<file path="config.mk">
export PLATFORM = sky130hd
export DESIGN_NAME = fetch_unit
export DESIGN_NICKNAME = d
export VERILOG_FILES = /design/src/rtl/fetch_unit.sv
export SDC_FILE = /design/constraint.sdc
export NUM_CORES = 1
export LEC_CHECK = 0
export CAP_MARGIN = 40
export CORE_UTILIZATION = 39
export DETAILED_ROUTE_END_ITERATION = 7
export GPL_TIMING_DRIVEN = 0
export PLACE_DENSITY = 0.67
export SLEW_MARGIN = 20
export SYNTH_ARGS = -nofsm -noshare
export SYNTH_HDL_FRONTEND = slang
export SYNTH_SLANG_ARGS = --single-unit
</file>
<file path="constraint.sdc">
create_clock -name clock -period 6.6 [get_ports clock]
set_input_delay 1.32 -clock clock [delete_from_list [all_inputs] [get_ports clock]]
set_output_delay 1.32 -clock clock [all_outputs]
set_load 0.01 [all_outputs]
</file>
<file path="src/rtl/fetch_unit.sv">
// Instruction fetch stage: owns the PC, issues single-word reads with fixed
// one-cycle latency and buffers returned words with their PC for decode.
module fetch_unit #(
   parameter logic [31:0] RESET_PC   = 32'h80020000,
   parameter int          FIFO_DEPTH = 2
) (
   input  logic        clock,
   input  logic        reset,
   input  logic        halt,
   input  logic        redirect_valid,
   input  logic [31:0] redirect_pc,
   output logic [31:0] mem_address,
   output logic [1:0]  mem_access_size,
   output logic        mem_rw,
   output logic        mem_enable,
   input  logic [31:0] mem_data_out,
   output logic        insn_valid,
   output logic [31:0] insn,
   output logic [31:0] insn_pc,
   input  logic        insn_ready,
   output logic        misaligned
);

   localparam int AW = (FIFO_DEPTH > 1) ? $clog2(FIFO_DEPTH) : 1;
   localparam int CW = AW + 1;
   localparam logic [CW:0] DEPTH_C = (CW+1)'(FIFO_DEPTH);

   typedef enum logic {S_BOOT, S_RUN} state_t;

   state_t        r_state;
   logic [31:0]   r_pc;
   logic [31:0]   r_inflight_pc;
   logic          r_inflight;
   logic          r_kill;
   logic          r_misaligned;
   logic [31:0]   r_fifo_insn [FIFO_DEPTH];
   logic [31:0]   r_fifo_pc   [FIFO_DEPTH];
   logic [AW-1:0] r_wr_ptr;
   logic [AW-1:0] r_rd_ptr;
   logic [CW-1:0] r_count;

   logic          w_pop;
   logic          w_push;
   logic          w_issue;
   logic [CW:0]   w_demand;

   assign insn_valid      = (r_count != '0);
   assign insn            = r_fifo_insn[r_rd_ptr];
   assign insn_pc         = r_fifo_pc[r_rd_ptr];
   assign misaligned      = r_misaligned;
   assign mem_address     = r_pc;
   assign mem_access_size = 2'b00;
   assign mem_rw          = 1'b1;

   // Credit counts the in-flight read so a response always has a free slot.
   assign w_pop    = insn_valid & insn_ready & ~redirect_valid;
   assign w_push   = r_inflight & ~r_kill & ~redirect_valid;
   assign w_demand = {1'b0, r_count} + {{CW{1'b0}}, r_inflight}
                   - {{CW{1'b0}}, (insn_valid & insn_ready)};
   assign w_issue  = (r_state == S_RUN) & ~halt & ~redirect_valid & (w_demand < DEPTH_C);
   assign mem_enable = w_issue;

   always_ff @(posedge clock) begin
      if (reset) begin
         r_state      <= S_BOOT;
         r_pc         <= RESET_PC;
         r_inflight   <= 1'b0;
         r_kill       <= 1'b0;
         r_misaligned <= 1'b0;
         r_wr_ptr     <= '0;
         r_rd_ptr     <= '0;
         r_count      <= '0;
      end else begin
         r_state <= S_RUN;
         r_kill  <= redirect_valid & r_inflight;
         if (redirect_valid) begin
            r_pc       <= {redirect_pc[31:2], 2'b00};
            r_inflight <= 1'b0;
            r_wr_ptr   <= '0;
            r_rd_ptr   <= '0;
            r_count    <= '0;
            if (redirect_pc[1:0] != 2'b00)
               r_misaligned <= 1'b1;
         end else begin
            r_inflight <= w_issue;
            if (w_issue)
               r_pc <= r_pc + 32'd4;
            if (w_push)
               r_wr_ptr <= r_wr_ptr + 1'b1;
            if (w_pop)
               r_rd_ptr <= r_rd_ptr + 1'b1;
            case ({w_push, w_pop})
               2'b10:   r_count <= r_count + 1'b1;
               2'b01:   r_count <= r_count - 1'b1;
               default: r_count <= r_count;
            endcase
         end
      end
   end

   // Datapath storage carries no reset; validity is tracked by the control above.
   always_ff @(posedge clock) begin
      if (w_issue)
         r_inflight_pc <= r_pc;
      if (w_push) begin
         r_fifo_insn[r_wr_ptr] <= mem_data_out;
         r_fifo_pc[r_wr_ptr]   <= r_inflight_pc;
      end
   end

endmodule
</file>
Word-level counts from Yosys, hierarchy flattened
Memories as Yosys holds them, arrays and structs flattened. A register that Yosys moved wholly into a read port is not among the register bits.
Index checks and enable logic that the tools add are counted.
- $add $sub $neg: 7
- order comparisons: 1
- muxes and demuxes: 10
- bitwise logic cells: 11
- equality and inequality tests: 2
- reduce and logical (&&, ||, !) cells: 6
- operators by type and width (kind ; count):
    32-bit two-way mux ; 2
    32-bit by 3-bit adder with 32-bit output, second input constant ; 1
    1-bit AND ; 8
    2-bit nonzero test ; 4
    1-bit two-way mux ; 7
    2-bit one-hot mux with 2 select lines ; 1
    2-bit by 1-bit adder with 3-bit output ; 1
    3-bit by 2-bit < comparator with 1-bit output, second input constant ; 1
    1-bit inverter ; 3
    3-bit by 1-bit subtractor with 3-bit output ; 1
    1-bit adder, second input constant ; 2
    2-bit by 1-bit adder with 2-bit output, second input constant ; 1
    2-bit by 1-bit equality test with 1-bit output, second input constant ; 1
    2-bit equality test, second input constant ; 1
    2-bit AND reduction ; 1
    2-bit OR reduction ; 1
    2-bit by 1-bit subtractor with 2-bit output, second input constant ; 1
- flip-flop bits (word level): 72
- word-level logic and storage cells: 49
- RAM bits: 128
- memories kept: 2
- input bits: 69
- output and inout port bits: 102
- memories (name ; words ; bits a word ; read ports ; clocked after memory_dff ; write ports ; line ; text):
    r_fifo_insn ; 2 ; 32 ; 1 ; 1 ; 1 ; 36 ; logic [31:0] r_fifo_insn [FIFO_DEPTH];
    r_fifo_pc ; 2 ; 32 ; 1 ; 1 ; 1 ; 37 ; logic [31:0] r_fifo_pc [FIFO_DEPTH];

Depth between registers and ports, before layout
Gate-level depths: netlist (run 1).
- depth in word-level cells: 7
- gate-level depth with buffers: 11
- gate-level depth less buffers: 11

Worst setup path before layout (run 1)
OpenSTA, ideal clock, no wires.
- path kind: input -> output
- from: in insn_ready
- to: out mem_enable
- data required time: 5.280 ns
- arrival time: 4.087 ns
- cell stages on the path: 8
- buffers on the path: 0
- slack: 1.193 ns
- cells stage by stage: nand2_1 inv_1 ha_1 nand2b_1 fa_1 and3b_1 nand2_1 nor2_1
- longest elaborated chain between the ends: 4
- RTL lines (what ; line ; text):
    start: declaration ; 20 ; input logic insn_ready,
    1-bit AND ; 59 ; - {{CW{1'b0}}, (insn_valid & insn_ready)};
    3-bit by 1-bit subtractor with 3-bit output ; 59 ;
    3-bit by 2-bit < comparator with 1-bit output ; 60 ; assign w_issue = (r_state == S_RUN) & ~halt & ~redirect_valid & (w_demand < DEPTH_C);
    1-bit AND ; 60 ;
    end: declaration ; 15 ; output logic mem_enable,
Every way passes these cells.

Worst setup path after layout (run 1)
Same ends and word-level chain as after synthesis.

==> flow_metrics.py, run 1 <==
metrics = {
    "clock_network": {
        "cts_root_buffer": "clkbuf_16",
        "ctsResizeCount": 0,
        "cts_tree": "done",
        "clockBufferDepth": 2,
        "cts_hold_buffers": 0,
        "clock_latency_ps": 430,
        "path_clk_slew_ps": 70,
        "cts.sinks": 193,
        "cts_made_buffers": 17,
        "htreeDepth": 4,
        "postCtsSetupRepairBufs": 0,
    },
    "final_layout": {
        "final_cells": 949,
        "nNetsFinal": 749,
        "antenna_cells": 0,
        "design_area_sq_um": 10270,
        "drive_gt1_share_pct": 17.13,
        "area_growth_pct": 35.78,
    },
    "worst_setup_path": {
        "rrSetupSlack_ps": 3040,
        "crit-reg2reg-capture": "mem_address[30]",
        "endpoint_kind": "primary output",
        "slowest_delay_ps": 630,
        "cp_cell_sequence": "clkdlybuf4s50_1, nand2_1, inv_1, ha_1, nand2b_1, fa_1, and3b_1, nand2_1, nor2_4, clkdlybuf4s50_1",
        "crit_type": "in -> out",
        "start_kind": "input port",
        "worst_r2r_path_depth": 11,
        "crit_arrival_ps": 4330,
        "crit_family": "simple AND/OR/NAND/NOR gates",
        "cp_slowest_cell": "clkdlybuf4s50_1",
        "worst-path-buf-inv": 3,
        "crit_path_max_fanout": 12,
        "critPathRequiredTime_ps": 5280,
        "r2r_start": "r_count[1]",
    },
    "die": {
        "die_area_sq_um": 19960,
        "die_y_um": 141.3,
        "die_x_um": 141.3,
        "start_util_pct": 40.19,
        "pin_count": 171,
        "num_rows": 50,
        "core_area_sq_um": 18830,
    },
    "timing": {
        "holdWs_ps": 448.2,
        "slew_headroom_pct": 58.87,
        "setup_tns_ps": 0,
        "grt_setup_unrepaired": "false",
        "drv_slew": 0,
        "fmax_mhz": 176.8,
        "tightest_slew_ps": 616.9,
        "period_minus_slack_ps": 5655,
        "final_hold_viol_count": 0,
        "skew_ps": 10.06,
        "finalSetupViolCount": 0,
        "finalCritPeriodShare_pct": 85.68,
    },
    "detailed_routing": {
        "drcViolationCount": 0,
        "final_antenna_net_count": 0,
        "drt_pre_antenna_iters": 5,
        "via_per_inst": 4.909,
        "route.vias.total": 4659,
        "wirelength_mm": 16.55,
        "drtIter0Drc": 262,
        "post_drt_wl_per_cell_um": 17.43,
    },
    "synth": {
        "ys_seq_area_share_pct": 71.43,
        "netlist_instances": 484,
        "synth_area_sq_um": 7567,
        "yosys.area.top_type": "edfxtp_1",
        "yosysUniqueCellTypes": 44,
        "synthFlopType": "edfxtp_1",
        "async_reset_ff_share_pct": 0,
        "ys_ff_latch": 193,
        "synth_top_area_share_pct": 61.11,
        "synth_area_per_cell_sq_um": 15.63,
        "synth_edf_count": 154,
        "yosysWarningCount": 0,
        "synthTopCellsByArea": "edfxtp_1 (61%), dfxtp_1 (10%), mux2_2 (9.2%), xnor2_1 (1.9%), xor2_1 (1.6%)",
    },
    "global_route": {
        "grt_max_degree": 45,
        "grt.total_usage_pct": 17.37,
        "gr-total-overflow": 0,
        "grt_pass1_vias": 4894,
        "grt_pass1_wl_mm": 26.01,
        "antenna_found_initial": 0,
    },
    "status": {
        "status": "finished, final reports clean",
    },
    "power": {
        "cellPowerDensity_nw_per_um2": 245.3,
        "power_mw": 2.520,
        "ir_worst_vdd_mv": 0.1645,
        "p_leak_nw": 3.418,
    },
    "placed_design": {
        "placed_area_sq_um": 9701,
        "dp_hpwl_mm": 11.58,
        "dp_cells": 917,
        "gp_congestion": 0.8966,
        "port_buffers": 163,
    },
    "worst_hold_path": {
        "min_path_type": "reg -> reg",
        "hold_path_end": "r_fifo_pc[1][18]",
        "hp-start": "r_inflight_pc[18]",
        "hold_depth": 0,
    },
    "run": {
        "cap_violations": 0,
    },
}
==> logic make-up (layout without fill, tap and decap cells) <==
group,count (synthesis),count (layout),synth area share (%)
flops,193,193,71.43
other cells,2,7,0.09924
simple gates,115,115,8.697
fa+ha+maj,4,4,0.7606
buf+inv,32,232,1.935
xor+xnor,31,31,3.687
mux,63,63,9.358
compound gates,44,44,4.034
==> routing by layer <==
layer  up-vias  wire length [um]  global-route usage [%]
li1       2205                 -                       -
met1      2270              6942                   21.24
met2       168              8315                   29.96
met3        16              1090                   4.792
met4         0               196                   5.092
met5         -                 0                       0
==> cells in the mapped netlist, drive strengths merged (5+ instances only) <==
cell type  count
xor2          15
buf            9
mux2          62
nor3          13
and3           8
dfxtp         39
and2           5
clkbuf        17
o21a           8
a211oi        13
edfxtp       154
o21ai          6
nand2         21
nand3          6
xnor2         16
nor2          26
and4           6
nand4         16
a21oi          8
==> worst max path at each step <==
stage | start | endpoint | slack, ps | cells after the start
4_1_cts | insn_ready | mem_enable | 940 | 10
3_5_place_dp | insn_ready | mem_enable | 950 | 10
3_3_place_gp | redirect_valid | r_fifo_insn[0][10] | -1200 | 6
6_report | insn_ready | mem_enable | 950 | 10
2_1_floorplan | insn_ready | mem_enable | 1190 | 8
5_1_grt | insn_ready | mem_enable | 820 | 10
==> final cells by class <==
type	count	area, sq um
Buffer	26	123.9
Clock buffer	17	425.4
Clock inverter	15	148.9
Fill cell	1506	8556
Inverter	6	22.52
Multi-Input combinational cell	264	2054
Sequential cell	193	5405
Tap cell	260	325.3
Timing Repair Buffer	168	1769
==> flip-flops by register name, summed over array words and instances, names as in the netlist, 2 cells and up, named ones only <==
| register | count |
|---|---|
| r_fifo_pc | 60 |
| r_fifo_insn | 64 |
| mem_address | 30 |
| r_count | 2 |
| r_inflight_pc | 30 |
==> placed cells by master (no fill, tap or decap), drive strengths merged, types with 10 or more instances in the layout <==
master,netlist,layout
nand4,16,16
xor2,15,15
nor3,13,13
clkdlybuf4s50,0,163
nand2,21,21
clkbuf,17,34
dfxtp,39,39
edfxtp,154,154
nor2,26,26
mux2,62,62
buf,9,14
inv,3,10
a211oi,13,13
xnor2,16,16
==> per-stage QoR <==
stage	utilization [%]	worst slack [ps]
2_1_floorplan	-	1193
3_3_place_gp	50.68	-1196
3_5_place_dp	51.52	947.7
4_1_cts	54.56	935.7
5_1_grt	54.56	820.6
6_report	54.56	945.2
==> report_power, final <==
part / leakage (nW) / switching, mW / internal [mW]
Clock: 0.278 / 0.472 / 0.533
Sequential: 1.72 / 0.0255 / 1.33
Combinational: 1.42 / 0.0658 / 0.0905
No activity file was read; power rests on OpenSTA's default activity.
==> run 2: changes to the inputs <==
--- a/config.mk
+++ b/config.mk
@@ -5,6 +5,7 @@
 export SDC_FILE = /design/constraint.sdc
 export NUM_CORES = 1
 export LEC_CHECK = 0
+export ABC_CLOCK_PERIOD_IN_PS = 6600
 export CAP_MARGIN = 40
 export CORE_UTILIZATION = 39
 export DETAILED_ROUTE_END_ITERATION = 7
==> results of run 2 <==
Same layout as run 1: the final DEF is identical, and so are final timing and power.
